`config.mk`:
```
export PLATFORM = sky130hd
export DESIGN_NAME = draw_sprite_flat
export DESIGN_NICKNAME = d
export VERILOG_FILES = /design/src/rtl/draw_sprite_if.sv /design/src/rtl/draw_sprite.sv /design/src/flat_wrapper.sv
export SDC_FILE = /design/constraint.sdc
export NUM_CORES = 1
export LEC_CHECK = 0
export ABC_CLOCK_PERIOD_IN_PS = 5600
export BUFFER_PORTS_ARGS = -buffer_cell sky130_fd_sc_hd__clkbuf_2
export CAP_MARGIN = 40
export CORE_MARGIN = 3
export CORE_UTILIZATION = 30
export DETAILED_ROUTE_END_ITERATION = 10
export RECOVER_POWER = 100
export SLEW_MARGIN = 10
export SYNTH_ARGS = -nofsm -noshare
export SYNTH_HDL_FRONTEND = slang
export SYNTH_SLANG_ARGS = --single-unit
```
`constraint.sdc`:
```
create_clock -name clk -period 5.6 [get_ports clk]
set_input_delay 1.12 -clock clk [delete_from_list [all_inputs] [get_ports clk]]
set_output_delay 1.12 -clock clk [all_outputs]
set_load 0.01 [all_outputs]
```
`src/rtl/draw_sprite_if.sv`:
```
`default_nettype none
//------------------------------------------------------------------------------
// Interface : vga_if
// Purpose   : VGA pixel-stream bundle (timing, blanking and colour) passed
//             between draw stages. Modport 'in' for a stage's upstream side,
//             'out' for its downstream side.
// Revision  : 1.0 - initial release
//------------------------------------------------------------------------------
interface vga_if;
  logic [11:0] hcount;
  logic [11:0] vcount;
  logic        hsync;
  logic        vsync;
  logic        hblnk;
  logic        vblnk;
  logic [11:0] rgb;

  modport in  (input  hcount, vcount, hsync, vsync, hblnk, vblnk, rgb);
  modport out (output hcount, vcount, hsync, vsync, hblnk, vblnk, rgb);
endinterface
`default_nettype wire

```
`src/rtl/draw_sprite.sv`:
```
`default_nettype none
//------------------------------------------------------------------------------
// Module   : draw_sprite
// Purpose  : Overlays a SPRITE_W x SPRITE_H image fetched from an external
//            synchronous ROM onto the VGA stream. The sprite position and
//            visibility are latched once per frame at the vblnk rising edge.
//            Timing fields are delayed to match the ROM read latency, giving
//            a fixed ROM_LATENCY+2 cycle latency for every field.
// Options  : DRAW_SPRITE_TRANSPARENCY_EN - when defined, ROM pixels equal to
//            TRANSPARENT show the background instead.
// Revision : 1.0 - initial release
//------------------------------------------------------------------------------
module draw_sprite #(
  parameter int          SPRITE_W    = 100,
  parameter int          SPRITE_H    = 100,
  parameter int          ADDR_W      = 14,
  parameter int          ROM_LATENCY = 1,
  parameter logic [11:0] TRANSPARENT = 12'hF0F
) (
  input  wire logic              clk,
  input  wire logic              rst,
  vga_if.in                      vga_in,
  vga_if.out                     vga_out,
  input  wire logic [11:0]       xpos,
  input  wire logic [11:0]       ypos,
  input  wire logic              en,
  output logic      [ADDR_W-1:0] rom_addr,
  input  wire logic [11:0]       rom_data
);

  localparam int PIPE_N = 1 + ROM_LATENCY;

  typedef struct packed {
    logic [11:0] hcount;
    logic [11:0] vcount;
    logic        hsync;
    logic        vsync;
    logic        hblnk;
    logic        vblnk;
    logic [11:0] rgb;
  } vga_t;

  typedef struct packed {
    vga_t px;
    logic hit;
  } pix_t;

  // Frame-latched sprite placement
  logic        vblnk_q;
  logic [11:0] x_q;
  logic [11:0] y_q;
  logic        en_q;
  logic        frame_start;

  assign frame_start = vga_in.vblnk & ~vblnk_q;

  // Capture requested placement only at the frame boundary to avoid tearing
  always_ff @(posedge clk) begin
    if (rst) begin
      vblnk_q <= 1'b0;
      x_q     <= '0;
      y_q     <= '0;
      en_q    <= 1'b0;
    end else begin
      vblnk_q <= vga_in.vblnk;
      if (frame_start) begin
        x_q  <= xpos;
        y_q  <= ypos;
        en_q <= en;
      end
    end
  end

  // Hit test: 13-bit end bounds so a sprite near column/row 4095 does not wrap
  logic [12:0] x_end;
  logic [12:0] y_end;
  logic        hit;

  assign x_end = {1'b0, x_q} + 13'(SPRITE_W);
  assign y_end = {1'b0, y_q} + 13'(SPRITE_H);

  assign hit = en_q & ~vga_in.hblnk & ~vga_in.vblnk
             & (vga_in.hcount >= x_q) & ({1'b0, vga_in.hcount} < x_end)
             & (vga_in.vcount >= y_q) & ({1'b0, vga_in.vcount} < y_end);

  // Per-pixel linear address; computed fresh each pixel so clipping is harmless
  logic [11:0]       off_x;
  logic [11:0]       off_y;
  logic [ADDR_W-1:0] rom_addr_d;
  logic [ADDR_W-1:0] rom_addr_q;

  assign off_x = vga_in.hcount - x_q;
  assign off_y = vga_in.vcount - y_q;

  // Next ROM address: new sprite offset on a hit, otherwise hold
  always_comb begin
    rom_addr_d = rom_addr_q;
    if (hit) begin
      rom_addr_d = ADDR_W'(off_y) * ADDR_W'(SPRITE_W) + ADDR_W'(off_x);
    end
  end

  // ROM address register
  always_ff @(posedge clk) begin
    if (rst) rom_addr_q <= '0;
    else     rom_addr_q <= rom_addr_d;
  end

  assign rom_addr = rom_addr_q;

  // Alignment pipeline: one stage for the address register plus ROM_LATENCY
  pix_t stage_in;
  pix_t pipe_q [PIPE_N];

  assign stage_in.px.hcount = vga_in.hcount;
  assign stage_in.px.vcount = vga_in.vcount;
  assign stage_in.px.hsync  = vga_in.hsync;
  assign stage_in.px.vsync  = vga_in.vsync;
  assign stage_in.px.hblnk  = vga_in.hblnk;
  assign stage_in.px.vblnk  = vga_in.vblnk;
  assign stage_in.px.rgb    = vga_in.rgb;
  assign stage_in.hit       = hit;

  // Shift pixel and hit flag through the delay stages
  always_ff @(posedge clk) begin
    if (rst) begin
      for (int i = 0; i < PIPE_N; i++) pipe_q[i] <= '0;
    end else begin
      pipe_q[0] <= stage_in;
      for (int i = 1; i < PIPE_N; i++) pipe_q[i] <= pipe_q[i-1];
    end
  end

  // Colour-key decision
  pix_t last;
  logic opaque;

  assign last = pipe_q[PIPE_N-1];

`ifdef DRAW_SPRITE_TRANSPARENCY_EN
  assign opaque = (rom_data != TRANSPARENT);
`else
  logic unused_key;
  assign unused_key = ^TRANSPARENT;
  assign opaque     = 1'b1;
`endif

  vga_t out_d;
  vga_t out_q;

  // Output pixel: sprite colour on an opaque hit, background otherwise
  always_comb begin
    out_d = last.px;
    if (last.hit && opaque) out_d.rgb = rom_data;
  end

  // Output register
  always_ff @(posedge clk) begin
    if (rst) out_q <= '0;
    else     out_q <= out_d;
  end

  assign vga_out.hcount = out_q.hcount;
  assign vga_out.vcount = out_q.vcount;
  assign vga_out.hsync  = out_q.hsync;
  assign vga_out.vsync  = out_q.vsync;
  assign vga_out.hblnk  = out_q.hblnk;
  assign vga_out.vblnk  = out_q.vblnk;
  assign vga_out.rgb    = out_q.rgb;

endmodule
`default_nettype wire

```
`src/flat_wrapper.sv`:
```
// flat-port wrapper written by rule: the top's interface ports become plain ports
module draw_sprite_flat 
#(
  parameter int          SPRITE_W    = 100,
  parameter int          SPRITE_H    = 100,
  parameter int          ADDR_W      = 14,
  parameter int          ROM_LATENCY = 1,
  parameter logic [11:0] TRANSPARENT = 12'hF0F
)
  (clk, rst, xpos, ypos, en, rom_addr, rom_data, vga_in_hcount, vga_in_vcount, vga_in_hsync, vga_in_vsync, vga_in_hblnk, vga_in_vblnk, vga_in_rgb, vga_out_hcount, vga_out_vcount, vga_out_hsync, vga_out_vsync, vga_out_hblnk, vga_out_vblnk, vga_out_rgb);
  vga_if vga_in_i ();
  vga_if vga_out_i ();
  input  wire logic clk;
  input  wire logic rst;
  input  wire logic [11:0] xpos;
  input  wire logic [11:0] ypos;
  input  wire logic en;
  output logic      [ADDR_W-1:0] rom_addr;
  input  wire logic [11:0] rom_data;
  input wire logic [$bits(vga_in_i.hcount)-1:0] vga_in_hcount;
  input wire logic [$bits(vga_in_i.vcount)-1:0] vga_in_vcount;
  input wire logic [$bits(vga_in_i.hsync)-1:0] vga_in_hsync;
  input wire logic [$bits(vga_in_i.vsync)-1:0] vga_in_vsync;
  input wire logic [$bits(vga_in_i.hblnk)-1:0] vga_in_hblnk;
  input wire logic [$bits(vga_in_i.vblnk)-1:0] vga_in_vblnk;
  input wire logic [$bits(vga_in_i.rgb)-1:0] vga_in_rgb;
  output wire logic [$bits(vga_out_i.hcount)-1:0] vga_out_hcount;
  output wire logic [$bits(vga_out_i.vcount)-1:0] vga_out_vcount;
  output wire logic [$bits(vga_out_i.hsync)-1:0] vga_out_hsync;
  output wire logic [$bits(vga_out_i.vsync)-1:0] vga_out_vsync;
  output wire logic [$bits(vga_out_i.hblnk)-1:0] vga_out_hblnk;
  output wire logic [$bits(vga_out_i.vblnk)-1:0] vga_out_vblnk;
  output wire logic [$bits(vga_out_i.rgb)-1:0] vga_out_rgb;
  assign vga_in_i.hcount = vga_in_hcount;
  assign vga_in_i.vcount = vga_in_vcount;
  assign vga_in_i.hsync = vga_in_hsync;
  assign vga_in_i.vsync = vga_in_vsync;
  assign vga_in_i.hblnk = vga_in_hblnk;
  assign vga_in_i.vblnk = vga_in_vblnk;
  assign vga_in_i.rgb = vga_in_rgb;
  assign vga_out_hcount = vga_out_i.hcount;
  assign vga_out_vcount = vga_out_i.vcount;
  assign vga_out_hsync = vga_out_i.hsync;
  assign vga_out_vsync = vga_out_i.vsync;
  assign vga_out_hblnk = vga_out_i.hblnk;
  assign vga_out_vblnk = vga_out_i.vblnk;
  assign vga_out_rgb = vga_out_i.rgb;
  draw_sprite #(.SPRITE_W(SPRITE_W), .SPRITE_H(SPRITE_H), .ADDR_W(ADDR_W), .ROM_LATENCY(ROM_LATENCY), .TRANSPARENT(TRANSPARENT)) u_core (.clk(clk), .rst(rst), .vga_in(vga_in_i), .vga_out(vga_out_i), .xpos(xpos), .ypos(ypos), .en(en), .rom_addr(rom_addr), .rom_data(rom_data));
endmodule
```
==> flow_summary_export.csv <==
group,metric,value,unit
run_status,status,"finished, violations left",
run_status,violations,"capacitance limit, slew limit",
finish,drive_above_1_share,17.2,%
finish,stdcell_area,9630,um^2
critical_path,startpoint_type,"input port",
finish,areaGrowthSynthToFinish,24.1,%
sta,setup_ws,0.0711,ns
die,die_w,167,um
cts,clock_sinks,161,
synthesis,synth_fp_nets,1003,
finish,final_util,38.0,%
global_route,grt_pass1_wl,29.2,mm
power,swShare,33.9,%
power,power_frac_seq,27.2,%
power,p_switching,1.51,mW
power,pwr-share-comb,46.3,%
finish,final_common_cell,"dfxtp_1",
critical_path,crit_type,"in -> reg",
detailed_routing,viasPerCell,4.39,
power,p_int,2.93,mW
finish,finalNetCount,1170,
detailed_routing,drc,0,
synthesis,synth_edf_count,0,
synthesis,syn_avg_cell_area,9.29,um^2
cts,clkTransAtPathRegs,0.07,ns
synthesis,yosysWarningCount,0,
cts,clkLatencyLatePin,0.41,ns
die,num_io_pins,133,
sta,slew_viol_final,106,
placed_design,gp_congestion,0.843,
synthesis,seq_area_frac_synth,41.5,%
power,power_density,461,nW/um^2
synthesis,synth_area,7760,um^2
placed_design,dp_slack,-0.466,ns
global_route,grt_overflow,0,
sta,finalCritPeriodShare,98.7,%
worst_hold_path,hold_class,"reg -> reg",
detailed_routing,dr.pass1.iters,4,
global_route,track_usage,12.9,%
cts,htree_levels,4,
sta,max_freq,0.181,GHz
sta,setup_viol,0,
critical_path,required,5.90,ns
sta,skew,0.00925,ns
critical_path,crit_fanout,4,
sta,grt_setup_unrepaired,"yes",
placed_design,port_buffers,132,
finish,layout_common_cells,"dfxtp_1 (161), nor2b_1 (113), nand2_1 (78), ha_1 (77), clkbuf_2 (76)",
die,start_util,30.6,%
sta,tightest_slew,2.51,ns
die,die_y,167,um
synthesis,yosys_register_bits,161,
synthesis,synthFlopType,"dfxtp_1",
detailed_routing,drt-initial-drc-count,283,
placed_design,placed_area,9070,um^2
cts,cts_tree,"yes",
finish,diodes,0,
run,maxCapViolCount,2,
detailed_routing,ant_nets,0,
power,irDropWorstVdd,509,uV
sta,period_needed,5.53,ns
die,rows,58,
power,power,4.44,mW
detailed_routing,routed_wl,18.0,mm
detailed_routing,vias,5911,
critical_path,critPathArrivalTime,5.83,ns
power,power.leakage,4.16,nW
cts,cts_buffers,17,
detailed_routing,wire_per_inst,13.4,um
cts,cts_buffer_depth,2,
critical_path,end_kind,"flip-flop",
sta,hold_viol,0,
sta,tns,0,ns
die,dieArea,27800,um^2
power,clockPowerShare,26.5,%
cts,cts-root-buf,"clkbuf_16",
die,core,25300,um^2
global_route,grt_max_degree,62,
placed_design,dp_hpwl,13.9,mm
global_route,grt_pass1_vias,5808,
sta,maxSlewHeadroom,-67.6,%
global_route,antenna_found_initial,0,
synthesis,syn_inst,835,
synthesis,async_reset_ff_share,0,%
synthesis,synth_cell_type_count,57,
cell usage after synthesis, drive strengths merged (10+ instances only):
| master | count | area [um^2] |
|---|---|---|
| a21oi | 50 | 250 |
| clkbuf | 21 | 78.8 |
| dfxtp | 161 | 3220 |
| ha | 80 | 1000 |
| inv | 64 | 240 |
| mux2i | 20 | 200 |
| nand2 | 78 | 293 |
| nor2 | 53 | 199 |
| nor2b | 117 | 734 |
| nor3 | 10 | 50.1 |
| o21a | 11 | 82.6 |
| o21ai | 20 | 100 |
| xnor2 | 39 | 342 |
area by class of cell:
cell class | count | area [um^2]
clock buffer | 19 | 453
clock inverter | 13 | 144
fill | 2588 | 15700
inverter | 64 | 240
multi-input combinational | 582 | 4240
sequential | 161 | 3220
tap | 330 | 413
timing repair buffer | 176 | 921
layer usage:
metal	vias up	track usage (%)	part of all wire, %
met5	-	0	0
met4	0	3.55	1.3
met3	14	2.82	4.1
met2	117	21.9	47
met1	2670	16.7	48
li1	3110	-	-
flip-flops by register name (all words and copies together) (netlist names):
signal,flops
u_core.rom_addr,14
u_core.vga_out.hsync,1
u_core.vga_out.vcount,12
u_core.en_q,1
u_core.vga_out.hblnk,1
u_core.x_q,12
u_core.vga_out.rgb,12
u_core.pipe_q,82
u_core.vga_out.vsync,1
u_core.y_q,12
u_core.vga_out.hcount,12
u_core.vga_out.vblnk,1
critical path, stage by stage:
cell      delay, ns
clkbuf_2       0.07
inv_1          0.05
ha_2           0.20
fa_2           0.40
nor2b_2        0.14
o21a_1         0.13
nor2_1         0.05
xnor2_2        0.23
ha_1           0.27
ha_1           0.27
inv_1          0.05
fa_1           0.53
inv_2          0.05
ha_4           0.22
and3_1         0.14
a221o_1        0.33
buf_4          0.15
o41ai_2        0.22
xnor2_1        0.16
xnor3_1        0.25
xnor3_1        0.35
and4b_1        0.18
a311o_1        0.26
what timing repair did:
item | CTS | global route
setup buffers | 0 | 3
resized for setup | 1 | 4
endpoints found under the setup margin | 1 | 2
pin swaps | 1 | 5
hold buffers | 0 | 0
gates cloned | 0 | 0
through the flow:
step	std cells	hold WS [ns]
floorplan	835	0.414
global placement	1309	0.417
detailed placement	1310	0.421
CTS	1342	0.432
global route	1345	0.442
finish	1345	0.426
worst paths after layout:
path / from / end / slack, ns / depth (start not counted)
setup / recovery: vga_in_vcount[0] / u_core.rom_addr[13]$_SDFFE_PP0P_ / 0.07 / 23
hold / removal: u_core.pipe_q[0][55]$_SDFF_PP0_ / u_core.vga_out.hblnk$_SDFF_PP0_ / 0.43 / 1
setup reg to reg: u_core.y_q[1]$_SDFFE_PP0P_ / u_core.rom_addr[13]$_SDFFE_PP0P_ / 0.47 / 22
hold reg to reg: u_core.pipe_q[0][55]$_SDFF_PP0_ / u_core.vga_out.hblnk$_SDFF_PP0_ / 0.43 / 1
cell families (layout without fill, tap and decap cells):
family / Yosys count / count (layout) / synth area share, %
AOI/OAI and AO/OA: 133 / 133 / 11.2
xor gates and xnor gates: 44 / 44 / 5.32
adders and majority gates: 89 / 89 / 15.2
buffers and inverters: 92 / 272 / 4.58
DFF: 161 / 161 / 41.5
muxes: 20 / 20 / 2.58
and+or+nand+nor: 296 / 296 / 19.6
power by group through the flow:
stage                     clock [mW]  combinational (mW)  sequential, mW
final                           1.17                2.05            1.21
after global routing            1.26                2.31            1.21
after CTS                       1.22                2.01            1.21
after detailed placement           0                1.99            1.23
after global placement             0                1.95            1.23
after floorplan                    0                1.38            1.23
Note: power is estimated with default switching activity, not from simulation.
